[src/rtl/pdiv_pkg.sv]
// Shared types and constants for the streaming 4-bit divider.
package pdiv_pkg;
  localparam int DATA_W = 4;
  localparam logic [DATA_W-1:0] DZ_QUOTIENT = 4'hF;

  typedef struct packed {
    logic [DATA_W-1:0] q;
    logic [DATA_W-1:0] r;
    logic              dz;
  } pdiv_result_t;
endpackage

[src/rtl/pdiv.sv]
// Combinational 4-bit restoring divider; quotient/remainder are meaningless when b_i is 0.
module pdiv
  import pdiv_pkg::*;
(
  input  logic [DATA_W-1:0] a_i,
  input  logic [DATA_W-1:0] b_i,
  output logic [DATA_W-1:0] q_o,
  output logic [DATA_W-1:0] r_o
);
  logic [DATA_W:0]   rem;
  logic [DATA_W-1:0] quo;

  always_comb begin
    rem = '0;
    quo = '0;
    for (int i = DATA_W - 1; i >= 0; i--) begin
      rem = {rem[DATA_W-1:0], a_i[i]};
      if (rem >= {1'b0, b_i}) begin
        rem    = rem - {1'b0, b_i};
        quo[i] = 1'b1;
      end
    end
    q_o = quo;
    r_o = rem[DATA_W-1:0];
  end
endmodule

[src/rtl/pdiv_result_fifo.sv]
// Result FIFO: power-of-2 depth, naturally wrapping pointers, count one bit wider than pointers.
module pdiv_result_fifo
  import pdiv_pkg::*;
#(
  parameter int FIFO_DEPTH = 4
) (
  input  logic                          clk,
  input  logic                          rst_n,
  input  logic                          push_i,
  input  pdiv_result_t                  data_i,
  input  logic                          pop_i,
  output pdiv_result_t                  head_o,
  output logic [$clog2(FIFO_DEPTH):0]   count_o
);
  localparam int AW = $clog2(FIFO_DEPTH);

  pdiv_result_t  mem_q [FIFO_DEPTH];
  logic [AW-1:0] wr_ptr_q, wr_ptr_d;
  logic [AW-1:0] rd_ptr_q, rd_ptr_d;
  logic [AW:0]   count_q, count_d;

  always_comb begin
    wr_ptr_d = wr_ptr_q;
    rd_ptr_d = rd_ptr_q;
    count_d  = count_q;
    if (push_i) wr_ptr_d = wr_ptr_q + AW'(1);
    if (pop_i)  rd_ptr_d = rd_ptr_q + AW'(1);
    case ({push_i, pop_i})
      2'b10:   count_d = count_q + (AW+1)'(1);
      2'b01:   count_d = count_q - (AW+1)'(1);
      default: count_d = count_q;
    endcase
  end

  always_ff @(posedge clk or negedge rst_n) begin
    if (!rst_n) begin
      wr_ptr_q <= '0;
      rd_ptr_q <= '0;
      count_q  <= '0;
    end else begin
      wr_ptr_q <= wr_ptr_d;
      rd_ptr_q <= rd_ptr_d;
      count_q  <= count_d;
    end
  end

  // Storage is not reset; the top gates the head to zero while empty.
  always_ff @(posedge clk) begin
    if (push_i) mem_q[wr_ptr_q] <= data_i;
  end

  assign head_o  = mem_q[rd_ptr_q];
  assign count_o = count_q;
endmodule

[src/rtl/pdiv_stream.sv]
// Streaming wrapper: operand register -> pdiv with divide-by-zero substitution -> result FIFO.
module pdiv_stream
  import pdiv_pkg::*;
#(
  parameter int FIFO_DEPTH = 4,
  parameter int CNT_W      = 8
) (
  input  logic              clk,
  input  logic              rst_n,
  input  logic              in_valid,
  output logic              in_ready,
  input  logic [DATA_W-1:0] in_a,
  input  logic [DATA_W-1:0] in_b,
  output logic              out_valid,
  input  logic              out_ready,
  output logic [DATA_W-1:0] out_q,
  output logic [DATA_W-1:0] out_r,
  output logic              out_dz,
  output logic [CNT_W-1:0]  op_count,
  output logic [CNT_W-1:0]  dz_count
);
  localparam int CW = $clog2(FIFO_DEPTH) + 1;
  localparam logic [CW-1:0] DEPTH_C = CW'(FIFO_DEPTH);

  logic              s1_valid_q, s1_valid_d;
  logic [DATA_W-1:0] a_q, a_d, b_q, b_d;
  logic [CNT_W-1:0]  op_count_q, op_count_d, dz_count_q, dz_count_d;
  logic [DATA_W-1:0] div_q, div_r;
  pdiv_result_t      s1_result, head;
  logic [CW-1:0]     fifo_count;
  logic              accept, push, pop;

  // Both ports are valid/ready: a beat moves on any edge where valid && ready;
  // valid never waits on ready, and in_ready is a function of state and out_ready only.
  assign out_valid = (fifo_count != '0);
  assign pop       = out_valid && out_ready;
  assign push      = s1_valid_q && ((fifo_count < DEPTH_C) || pop);
  assign in_ready  = !s1_valid_q || push;
  assign accept    = in_valid && in_ready;

  pdiv u_pdiv (
    .a_i (a_q),
    .b_i (b_q),
    .q_o (div_q),
    .r_o (div_r)
  );

  always_comb begin
    s1_result = '{q: div_q, r: div_r, dz: 1'b0};
    if (b_q == '0) s1_result = '{q: DZ_QUOTIENT, r: a_q, dz: 1'b1};
  end

  always_comb begin
    s1_valid_d = s1_valid_q;
    a_d        = a_q;
    b_d        = b_q;
    op_count_d = op_count_q;
    dz_count_d = dz_count_q;
    if (accept) begin
      s1_valid_d = 1'b1;
      a_d        = in_a;
      b_d        = in_b;
    end else if (push) begin
      s1_valid_d = 1'b0;
    end
    if (push && (op_count_q != '1)) op_count_d = op_count_q + CNT_W'(1);
    if (push && s1_result.dz && (dz_count_q != '1)) dz_count_d = dz_count_q + CNT_W'(1);
  end

  always_ff @(posedge clk or negedge rst_n) begin
    if (!rst_n) begin
      s1_valid_q <= 1'b0;
      a_q        <= '0;
      b_q        <= '0;
      op_count_q <= '0;
      dz_count_q <= '0;
    end else begin
      s1_valid_q <= s1_valid_d;
      a_q        <= a_d;
      b_q        <= b_d;
      op_count_q <= op_count_d;
      dz_count_q <= dz_count_d;
    end
  end

  pdiv_result_fifo #(.FIFO_DEPTH(FIFO_DEPTH)) u_fifo (
    .clk     (clk),
    .rst_n   (rst_n),
    .push_i  (push),
    .data_i  (s1_result),
    .pop_i   (pop),
    .head_o  (head),
    .count_o (fifo_count)
  );

  assign out_q    = out_valid ? head.q  : '0;
  assign out_r    = out_valid ? head.r  : '0;
  assign out_dz   = out_valid ? head.dz : 1'b0;
  assign op_count = op_count_q;
  assign dz_count = dz_count_q;
endmodule

[config.mk]
export PLATFORM = sky130hd
export DESIGN_NAME = pdiv_stream
export DESIGN_NICKNAME = d
export VERILOG_FILES = /design/src/rtl/pdiv_pkg.sv /design/src/rtl/pdiv.sv /design/src/rtl/pdiv_result_fifo.sv /design/src/rtl/pdiv_stream.sv
export SDC_FILE = /design/constraint.sdc
export NUM_CORES = 1
export LEC_CHECK = 0
export CORE_MARGIN = 2
export CORE_UTILIZATION = 47
export DETAILED_ROUTE_END_ITERATION = 10
export PLACE_DENSITY = 0.76
export SYNTH_ARGS = -nofsm -noshare
export SYNTH_HDL_FRONTEND = slang
export SYNTH_HIERARCHICAL = 1
export SYNTH_SLANG_ARGS = --single-unit
[constraint.sdc]
create_clock -name clk -period 6.75 [get_ports clk]
set_input_delay 1.0125 -clock clk [delete_from_list [all_inputs] [get_ports clk]]
set_output_delay 1.0125 -clock clk [all_outputs]
set_load 0.01 [all_outputs]
# Word-level counts from Yosys, hierarchy flattened
# Memories as Yosys holds them, arrays and structs flattened.
# Cells that the tools add are included.
[op_classes]
eq_ne = 4
order_cmp = 5
muxes = 17
n_reduce_logical = 13
add_sub_neg = 10
[ops]
columns = ["cell", "n"]
rows = [
  ["4-bit two-way mux", 6],
  ["8-bit by 1-bit adder with 8-bit output (second input constant)", 2],
  ["8-bit != test (second input constant)", 2],
  ["5-bit by 4-bit greater-or-equal comparator with 1-bit output", 3],
  ["4-bit subtractor", 3],
  ["1-bit two-way mux", 9],
  ["9-bit two-way mux", 1],
  ["1-bit logical AND", 6],
  ["3-bit case mux with 2 select lines", 1],
  ["2-bit by 1-bit adder with 2-bit output (second input constant)", 2],
  ["1-bit by 4-bit greater-or-equal comparator with 1-bit output", 1],
  ["4-bit zero test", 1],
  ["2-bit nonzero test", 2],
  ["1-bit by 4-bit subtractor with 4-bit output", 1],
  ["3-bit by 1-bit adder with 3-bit output (second input constant)", 1],
  ["3-bit less-than comparator (second input constant)", 1],
  ["3-bit nonzero test", 1],
  ["3-bit by 1-bit subtractor with 3-bit output (second input constant)", 1],
  ["2-bit by 1-bit == test with 1-bit output (second input constant)", 1],
  ["2-bit == test (second input constant)", 1],
  ["1-bit logical OR", 2],
  ["1-bit zero test", 1],
]
[word_totals]
register_bits = 32
memories = 1
mem_bits_rw = 36
inputBits = 12
output_inout_bits = 27
[memory_table]
columns = ["name", "depth", "word_bits", "read_ports", "rd_clocked_by_memory_dff", "wr", "line_no", "source"]
rows = [
  ["u_fifo.mem_q", 4, 9, 1, 0, 1, "pdiv_result_fifo.sv:17", "pdiv_result_t mem_q [FIFO_DEPTH];"],
]

# Depth between registers and ports, before layout
[depth]
depth_word = 11
depth_mapped = 26

# Modules after synthesis
# Netlist, hierarchy kept.
[modules_own_cells]
columns = ["mod", "instances", "seq_area_each_um2", "cells_each", "area_each_um2"]
rows = [
  ["pdiv_result_fifo", 1, 1256.2, 81, 1687.9],
  ["pdiv_stream", 1, 625.6, 118, 1303.8],
  ["pdiv", 1, 0.0, 93, 780.7],
]

# Worst setup path after synthesis
# Ideal clock, no wire load.
[synth_path]
path_type = "register to register"
start = "register b_q[1]"
end = "memory u_fifo/mem_q[0][3] (netlist bit), data pin"
t_arrival_ns = 5.392
setup_time_ns = 0.266
stages_incl_launch_ff = 23
n_path_buf = 0
setup_slack_ns = 1.092
cell_sequence = "dfrtp_1 inv_1 ha_1 o21a_1 and2_1 ha_1 o21ai_0 o211ai_2 mux2_2 inv_1 ha_1 a211oi_1 o21ai_1 a211oi_4 mux2i_1 ha_1 nor2b_1 o21ai_0 a21oi_1 a221o_2 mux2i_1 mux2_2 mux2_2"
[synth_lines]
columns = ["item", "line_no", "source"]
rows = [
  ["start, declared", "pdiv_stream.sv:26", "logic [DATA_W-1:0] a_q, a_d, b_q, b_d;"],
  ["start signal, assigned", "pdiv_stream.sv:74", "b_q <= '0;"],
  ["start signal, assigned", "pdiv_stream.sv:80", "b_q <= b_d;"],
  ["end, declared", "pdiv_result_fifo.sv:17", ""],
]

==> results by group <==
Pwr
  • Sequential power share: 0.336
  • Internal power: between 1.5 and 2 mW
  • Comb power frac: 0.532
  • Total power divided by cell area: 545 nW/um2
  • P_leak: roughly 1.8 nW
  • Switching share of power: 0.367
  • Peak supply drop: 0.000218 V
  • Net switching power: between 0.8 and 0.9 mW
  • Clock network power share: 0.132

Clock tree
  • CTS tree: built
  • H-tree depth reported by CTS: 3
  • Clock root cell: sky130_fd_sc_hd__clkbuf_8
  • CTS buffer count: 9
  • CTS clock-pin slew for the worst setup and hold paths: approximately 0.07 ns
  • Cts-stage hold buffer count: 0
  • Buffers from clock root to sink, at most: 2
  • Clock tree sinks: 68
  • Number of buffers inserted by post-CTS setup repair: 0
  • Total of cells resized after clock tree synthesis: 0
  • Worst-skew pair later-pin latency: 0.33 ns

Place
  • Global placement routability congestion: between 0.9 and 1
  • Number of input and output port buffers inserted: 38
  • HPWL Detailed: slightly above 5 mm

Detailed routing
  • Wire length per cell after detailed routing: 15.2 um
  • Post-route antenna net violation count: 0
  • Total number of vias: 2401
  • DR vias/cell: between 5 and 6
  • Total wire length after detailed routing: between 6 and 7 mm
  • Router iterations before antenna repair: 4
  • Drt drc: 0
  • Drt first-iter violations: 162

Finish
  • Final core utilization: 0.575
  • Filler Cell Count: 657
  • Share of layout cells above drive strength 1: 0.180
  • Area of combinational cells with multiple inputs: about 1800 um2
  • Storage cell area: between 1500 and 2000 um2
  • Layout area overhead: 18.4%
  • Net count, final: approximately 380
  • Ant diodes: 0

Worst setup path
  • Maximum net fanout on the critical path: 8
  • Worst-path cell with the longest stage delay: sky130_fd_sc_hd__dfrtp_1
  • Crit path cell chain: inv_1 -> ha_1 -> o21a_1 -> and2_1 -> ha_1 -> o21ai_0 -> o211ai_2 -> mux2_2 -> inv_1 -> ha_1 -> a211oi_1 -> o21ai_1 -> a211oi_4 -> mux2i_1 -> ha_1 -> nor2b_1 -> o21ai_0 -> a21oi_1 -> a221o_2 -> mux2i_1 -> mux2_2 -> mux2_2
  • CP most frequent cell: sky130_fd_sc_hd__ha_1
  • Kind of end point of the critical path: flip-flop
  • Number of buffer and inverter instances along the worst setup path: 2
  • Data arrival time of the worst path: ~6.4 ns
  • Critical path's top delay family: compound AO/OA/AOI/OAI gates
  • Critical Path Max Stage Delay: around 0.56 ns
  • CP startpoint kind: flip-flop
  • Start-to-end type of the worst setup path: reg2reg
  • Required time of the worst setup path: a little under 7 ns

Die
  • Chip Width: between 90 and 100 um
  • Number of top-level pins: 39
  • Number of core rows: 32
  • Placeable core region: about 7800 um2
  • Starting density of the core: 0.486
  • Area of the die: between 8000 and 9000 um2
  • Die height: 93.6 um

Outcome
  • Status: finished clean

Logic synthesis
  • Async set-or-reset flop fraction in the synthesized netlist: 0.471
  • Syn Nets: around 330
  • Synth warn: 6
  • Syn Std Cell Area: between 3000 and 4000 um2
  • EDFF count, synth: 36
  • Main flop type after synthesis: sky130_fd_sc_hd__edfxtp_1
  • Sequential element share of the synthesized area: 0.499
  • Instance count of the mapped netlist: ~290
  • Mean post-synth cell area: approximately 13 um2
  • #FFs+latches synth: between 60 and 70
  • Distinct cell type count of the synthesized netlist: 54

Timing
  • Tightest Pin Transition: roughly 0.87 ns
  • Final setup fails: 0
  • Final slew viol count: 0
  • Final worst clock skew: roughly 0.0069 ns
  • Final setup TNS: 0 ns
  • RSZ-0062 raised after global routing: no
  • Minimum clock period: about 6.3 ns
  • Share of the cycle needed by the critical path after routing: 0.935
  • Worst max-slew margin expressed relative to the limit: 0.415
  • Final hold violation count: 0
  • Fmax: about 160 MHz

Min path
  • HP Class: reg2reg

Job
  • Max Cap Viol: 0

Global routing
  • Total overflow reported by the global router: 0
  • Maximum number of pins on one net before global-route repair: 33
  • Initial antenna violation count: 0
  • Total Routing Usage GR: 0.169
  • Number of global-route vias before repair: ~2400
  • Wire length of the first global-routing pass: between 10 and 15 mm
## cells by family after synthesis
group	Yosys count	synth area share
AO/OA/AOI/OAI	31	0.0637
XOR/XNOR	18	0.0418
adder cells (fa/ha/maj)	25	0.0909
buffers and inverters	25	0.0272
flip-flops	68	0.499
multiplexers	41	0.147
AND/OR/NAND/NOR	84	0.131
## worst reg2reg max path: stages, from the launching register on
cell	delay [ns]
sky130_fd_sc_hd__dfrtp_1	0.56
sky130_fd_sc_hd__inv_1	0.25
sky130_fd_sc_hd__ha_1	0.31
sky130_fd_sc_hd__o21a_1	0.21
sky130_fd_sc_hd__and2_1	0.21
sky130_fd_sc_hd__ha_1	0.39
sky130_fd_sc_hd__o21ai_0	0.16
sky130_fd_sc_hd__o211ai_2	0.30
sky130_fd_sc_hd__mux2_2	0.42
sky130_fd_sc_hd__inv_1	0.07
sky130_fd_sc_hd__ha_1	0.23
sky130_fd_sc_hd__a211oi_1	0.21
sky130_fd_sc_hd__o21ai_1	0.14
sky130_fd_sc_hd__a211oi_4	0.40
sky130_fd_sc_hd__mux2i_1	0.35
sky130_fd_sc_hd__ha_1	0.30
sky130_fd_sc_hd__nor2b_1	0.13
sky130_fd_sc_hd__o21ai_0	0.20
sky130_fd_sc_hd__a21oi_1	0.16
sky130_fd_sc_hd__a221o_2	0.36
sky130_fd_sc_hd__mux2i_1	0.13
sky130_fd_sc_hd__mux2_2	0.27
sky130_fd_sc_hd__mux2_2	0.30
## path summary, 6_finish.rpt
check                                         from                             to  slack, ns  depth (start not counted)
hold / removal             dz_count[7]$_DFFE_PN0P_        dz_count[7]$_DFFE_PN0P_       0.51                          1
min in group asynchronous                    rst_n  u_fifo/count_o[1]$_DFFE_PN0P_       1.07                          2
max in group asynchronous                    rst_n             a_q[3]$_DFFE_PN0P_       5.38                          2
setup reg to reg                b_q[1]$_DFFE_PN0P_   u_fifo/mem_q[0][3]$_DFFE_PP_       0.44                         22
hold reg to reg            dz_count[7]$_DFFE_PN0P_        dz_count[7]$_DFFE_PN0P_       0.51                          1
setup / recovery                b_q[1]$_DFFE_PN0P_   u_fifo/mem_q[0][3]$_DFFE_PP_       0.44                         22
## cells in the final DEF (no fill, tap or decap), types with 2 or more instances in the layout
master	Yosys	routed
sky130_fd_sc_hd__clkdlybuf4s50_1	0	38
sky130_fd_sc_hd__edfxtp_1	36	36
sky130_fd_sc_hd__dfrtp_1	32	32
sky130_fd_sc_hd__inv_1	22	22
sky130_fd_sc_hd__mux2_2	21	21
sky130_fd_sc_hd__ha_1	21	21
sky130_fd_sc_hd__nand2_1	15	15
sky130_fd_sc_hd__nor2b_1	14	14
sky130_fd_sc_hd__xor2_1	11	11
sky130_fd_sc_hd__mux2i_1	11	11
sky130_fd_sc_hd__nor2_1	10	10
sky130_fd_sc_hd__clkbuf_8	0	9
sky130_fd_sc_hd__mux4_2	8	8
sky130_fd_sc_hd__nand2b_1	7	7
sky130_fd_sc_hd__o21ai_0	7	7
sky130_fd_sc_hd__xnor2_1	7	7
sky130_fd_sc_hd__nor3_1	6	6
sky130_fd_sc_hd__and2_1	6	6
sky130_fd_sc_hd__nand3_1	6	6
sky130_fd_sc_hd__a21oi_1	5	5
sky130_fd_sc_hd__or2_2	4	4
sky130_fd_sc_hd__fa_1	4	4
sky130_fd_sc_hd__nand3b_1	2	2
sky130_fd_sc_hd__and3_1	2	2
sky130_fd_sc_hd__nand4_1	2	2
sky130_fd_sc_hd__nor4_1	2	2
sky130_fd_sc_hd__clkinvlp_4	0	2
sky130_fd_sc_hd__clkinv_2	0	2
sky130_fd_sc_hd__buf_4	0	2
sky130_fd_sc_hd__o21a_1	2	2
## synthesized netlist by cell type (2+ instances only)
library cell / count / share of area
sky130_fd_sc_hd__a21oi_1: 5 / 0.0066
sky130_fd_sc_hd__inv_1: 22 / 0.022
sky130_fd_sc_hd__ha_1: 21 / 0.070
sky130_fd_sc_hd__o21a_1: 2 / 0.0040
sky130_fd_sc_hd__nand2b_1: 7 / 0.012
sky130_fd_sc_hd__edfxtp_1: 36 / 0.29
sky130_fd_sc_hd__nor2b_1: 14 / 0.023
sky130_fd_sc_hd__mux4_2: 8 / 0.048
sky130_fd_sc_hd__mux2i_1: 11 / 0.029
sky130_fd_sc_hd__nand4_1: 2 / 0.0033
sky130_fd_sc_hd__nand3b_1: 2 / 0.0040
sky130_fd_sc_hd__nand2_1: 15 / 0.015
sky130_fd_sc_hd__and3_1: 2 / 0.0033
sky130_fd_sc_hd__or2_2: 4 / 0.0066
sky130_fd_sc_hd__fa_1: 4 / 0.021
sky130_fd_sc_hd__nor3_1: 6 / 0.0080
sky130_fd_sc_hd__xnor2_1: 7 / 0.016
sky130_fd_sc_hd__xor2_1: 11 / 0.026
sky130_fd_sc_hd__nand3_1: 6 / 0.0080
sky130_fd_sc_hd__nor2_1: 10 / 0.010
sky130_fd_sc_hd__o21ai_0: 7 / 0.0093
sky130_fd_sc_hd__and2_1: 6 / 0.010
sky130_fd_sc_hd__nor4_1: 2 / 0.0033
sky130_fd_sc_hd__dfrtp_1: 32 / 0.21
sky130_fd_sc_hd__mux2_2: 21 / 0.063
## power by group through the flow
stage | logic (mW) | clock network (mW) | registers [mW]
4_1_cts | 1.29 | 0.331 | 0.821
5_1_grt | 1.43 | 0.348 | 0.839
3_5_place_dp | 1.29 | 0 | 0.828
6_report | 1.29 | 0.322 | 0.818
2_1_floorplan | 0.944 | 0 | 0.786
3_3_place_gp | 1.25 | 0 | 0.818
## area by class of cell
cell class / instances / share of cell area
multi-input cells: 199 / 0.400
clock inverters: 6 / 0.0143
flip-flops and latches: 68 / 0.421
clock buffers: 10 / 0.0286
inverters: 22 / 0.0185
well taps: 102 / 0.0286
repair buffers: 40 / 0.0885
## sequential cells by signal, summed over array words and instances, names as in the netlist
name             cells
u_fifo/mem_q        36
dz_count             8
op_count             8
a_q                  4
b_q                  4
u_fifo/count_o       3
u_fifo/rd_ptr_q      2
u_fifo/wr_ptr_q      2
s1_valid_q           1
## stage by stage
stage | hold slack, ns | power, mW | cells | area, um2 | setup WS [ns]
detailed placement | 0.493 | 2.12 | 431 | 4280 | 0.492
CTS | 0.512 | 2.45 | 447 | 4470 | 0.467
global route | 0.547 | 2.61 | 447 | 4470 | 0.0357
floorplan | 0.469 | 1.73 | 292 | 3770 | 1.09
global placement | 0.494 | 2.07 | 431 | 4280 | 0.721
finish | 0.507 | 2.43 | 447 | 4470 | 0.437
## layer usage
layer / GRT usage / up-vias / wire length, um
met3: 0.0524 / 10 / 259
li1: - / 1159 / -
met4: 0.0495 / 0 / 103
met5: 0 / - / 0
met1: 0.225 / 1179 / 3160
met2: 0.270 / 53 / 3280
Power figures use the tool's default switching activity.
==> edit, RTL diff (same settings) <==
`a_q` no longer has a reset.
--- a/src/rtl/pdiv_stream.sv
+++ b/src/rtl/pdiv_stream.sv
@@ -72,3 +72,2 @@
       s1_valid_q <= 1'b0;
-      a_q        <= '0;
       b_q        <= '0;
@@ -78,3 +77,2 @@
       s1_valid_q <= s1_valid_d;
-      a_q        <= a_d;
       b_q        <= b_d;
@@ -83,2 +81,6 @@
     end
+  end
+
+  always_ff @(posedge clk) begin
+    a_q <= a_d;
   end
Formal check against the unedited RTL: no difference found for any inputs over 4 cycles, from zero or initial values and one cycle with rst_n low; that may be too few to reach the edited logic, so the function may still have changed.
==> edit against the unedited design <==
- area after synthesis is 0.90% lower
- die area down 0.86%
- routed wire length rose by 2.0%
- clock skew up 0.0034 ns
- final area fell by 1.4%
- combinational power decreased by 9%
- clock power down 11%
- sequential cell count is the same
- setup slack worse by 0.0077 ns
- hold slack lost 0.0060 ns
- total power is 7.5% lower
- largest power group unchanged
- count of clock-buffer cells in the layout fell by 1
- critical endpoint is now u_fifo/mem_q[2][1]
==> edit: results (changes against the unedited design) <==
grt.total_usage: 0.173  # was 0.169
firstDrtPassIters: 4  # unchanged
finalClockSkew_ns: 0.0103  # was 0.00692 ns
wl_per_cell_um: 15.7  # was 15.2 um
async_reset_ff_frac: 0.412  # was 0.471
place.gp.congestion: 0.904  # was 0.953
path_clk_slew_ns: 0.08
grt_pass1_wl_um: 11600  # was 11500 um
globalRouteOverflowTotal: 0  # unchanged
final_common_cell: "edfxtp_1"  # was clkdlybuf4s50_1
largest_register_ffs: 36  # unchanged
grt_max_degree: 29  # was 33
fin_cells: 441  # was 447
cts_setup_buffers: 0  # unchanged
synth_warnings: 6  # unchanged
status: "finished, final reports clean"  # unchanged
ys_seq_area_frac: 0.509  # was 0.499
slew-limit-headroom: 0.311  # was 0.415
yosysUniqueCellTypes: 55  # was 54
hold_path.class: "reg -> reg"  # unchanged
utilization: 0.570  # was 0.575
antenna_found_initial: 0  # unchanged
vdd_drop_max_uv: 205  # was 218 uV
power.leakage_nw: 1.78  # was 1.80 nW
placed_area_mm2: 0.00423  # was 0.00428 mm^2
drt-initial-drc-count: 129  # was 162
vias_per_cell: 5.37  # about the same
regMostFlops: "u_fifo/mem_q"  # unchanged
clock_path_buffers: 2  # unchanged
syn-num-nets: 324  # was 329
cp_slowest_cell: "dfrtp_1"  # unchanged
insertion_delay_ns: 0.33  # about the same
diodes: 0  # unchanged
fillers: 644  # was 657
nNetsFinal: 371  # was 377
hpwl_um: 5140  # was 5130 um
synth.area.top_cells: "edfxtp_1 32%, dfrtp_1 19%, ha_1 7.0%"  # was edfxtp_1 29%, dfrtp_1 21%, ha_1 7.0%
crit_family: "compound AO/OA/AOI/OAI gates"  # unchanged
grt_pass1_vias: 2414  # was 2429
synth_edf_count: 40  # was 36
cts_root_buf: "clkbuf_8"  # unchanged
slowest_delay_ns: 0.54  # was 0.56 ns
drc: 0  # unchanged
syn_inst: 287  # was 292
arrival_ns: 6.40  # was 6.38 ns
synthTopCellsByCount: "40 x edfxtp_1, 28 x dfrtp_1, 23 x inv_1, 21 x ha_1"  # was 36 x edfxtp_1, 32 x dfrtp_1, 22 x inv_1, 21 x ha_1, 21 x mux2_2
io_buffers: 38  # unchanged
crit_fanout: 7  # was 8
post-place-ws_ns: 0.466  # was 0.492 ns
htreeDepth: 3  # unchanged
cts_made_buffers: 9  # unchanged
final_layout_size_suffix_gt1_frac: 0.168  # was 0.180
dpl.cell_count: 425  # was 431
## edit: timing repair
action,in CTS,in global routing
endpoints found under the setup margin,0,16
endpoints found under the hold margin,0,0
gates resized for setup,0,2
## edit: report_power, final
| part | internal [mW] | switching, mW |
|---|---|---|
| clock | 0.131 | 0.154 |
| combinational | 0.604 | 0.571 |
| sequential | 0.678 | 0.114 |
| total | 1.41 | 0.839 |
## edit: layout make-up
class / instances / share of cell area
well taps: 102 / 0.0290
flip-flops and latches: 68 / 0.432
repair buffers: 39 / 0.0881
multi-input cells: 193 / 0.394
clock inverters: 7 / 0.00938
inverters: 23 / 0.0196
clock buffers: 9 / 0.0281
## edit: metal layers
metal,wire (um),global-route usage
met1,3180,0.221
met2,3420,0.296
met3,274,0.0435
met4,52,0.0453
met5,0,0
## edit: cell families after synthesis
group                    Yosys count  share of synthesized area
AO/OA/AOI/OAI                     30                     0.0646
XOR/XNOR                          20                     0.0469
adder cells (fa/ha/maj)           25                     0.0917
buffers and inverters             26                     0.0284
flip-flops                        68                      0.509
multiplexers                      35                      0.130
AND/OR/NAND/NOR                   83                      0.130
## edit: path summary, 6_finish.rpt
kind                             start                  to  slack (ns)  cells past startpoint
max                             b_q[0]  u_fifo/mem_q[2][1]        0.43                     23
min                        dz_count[4]         dz_count[4]        0.50                      1
max reg2reg                     b_q[0]  u_fifo/mem_q[2][1]        0.43                     23
min reg2reg                dz_count[4]         dz_count[4]        0.50                      1
max in group asynchronous        rst_n              b_q[1]        5.40                      2
min in group asynchronous        rst_n  u_fifo/rd_ptr_q[0]        1.05                      2
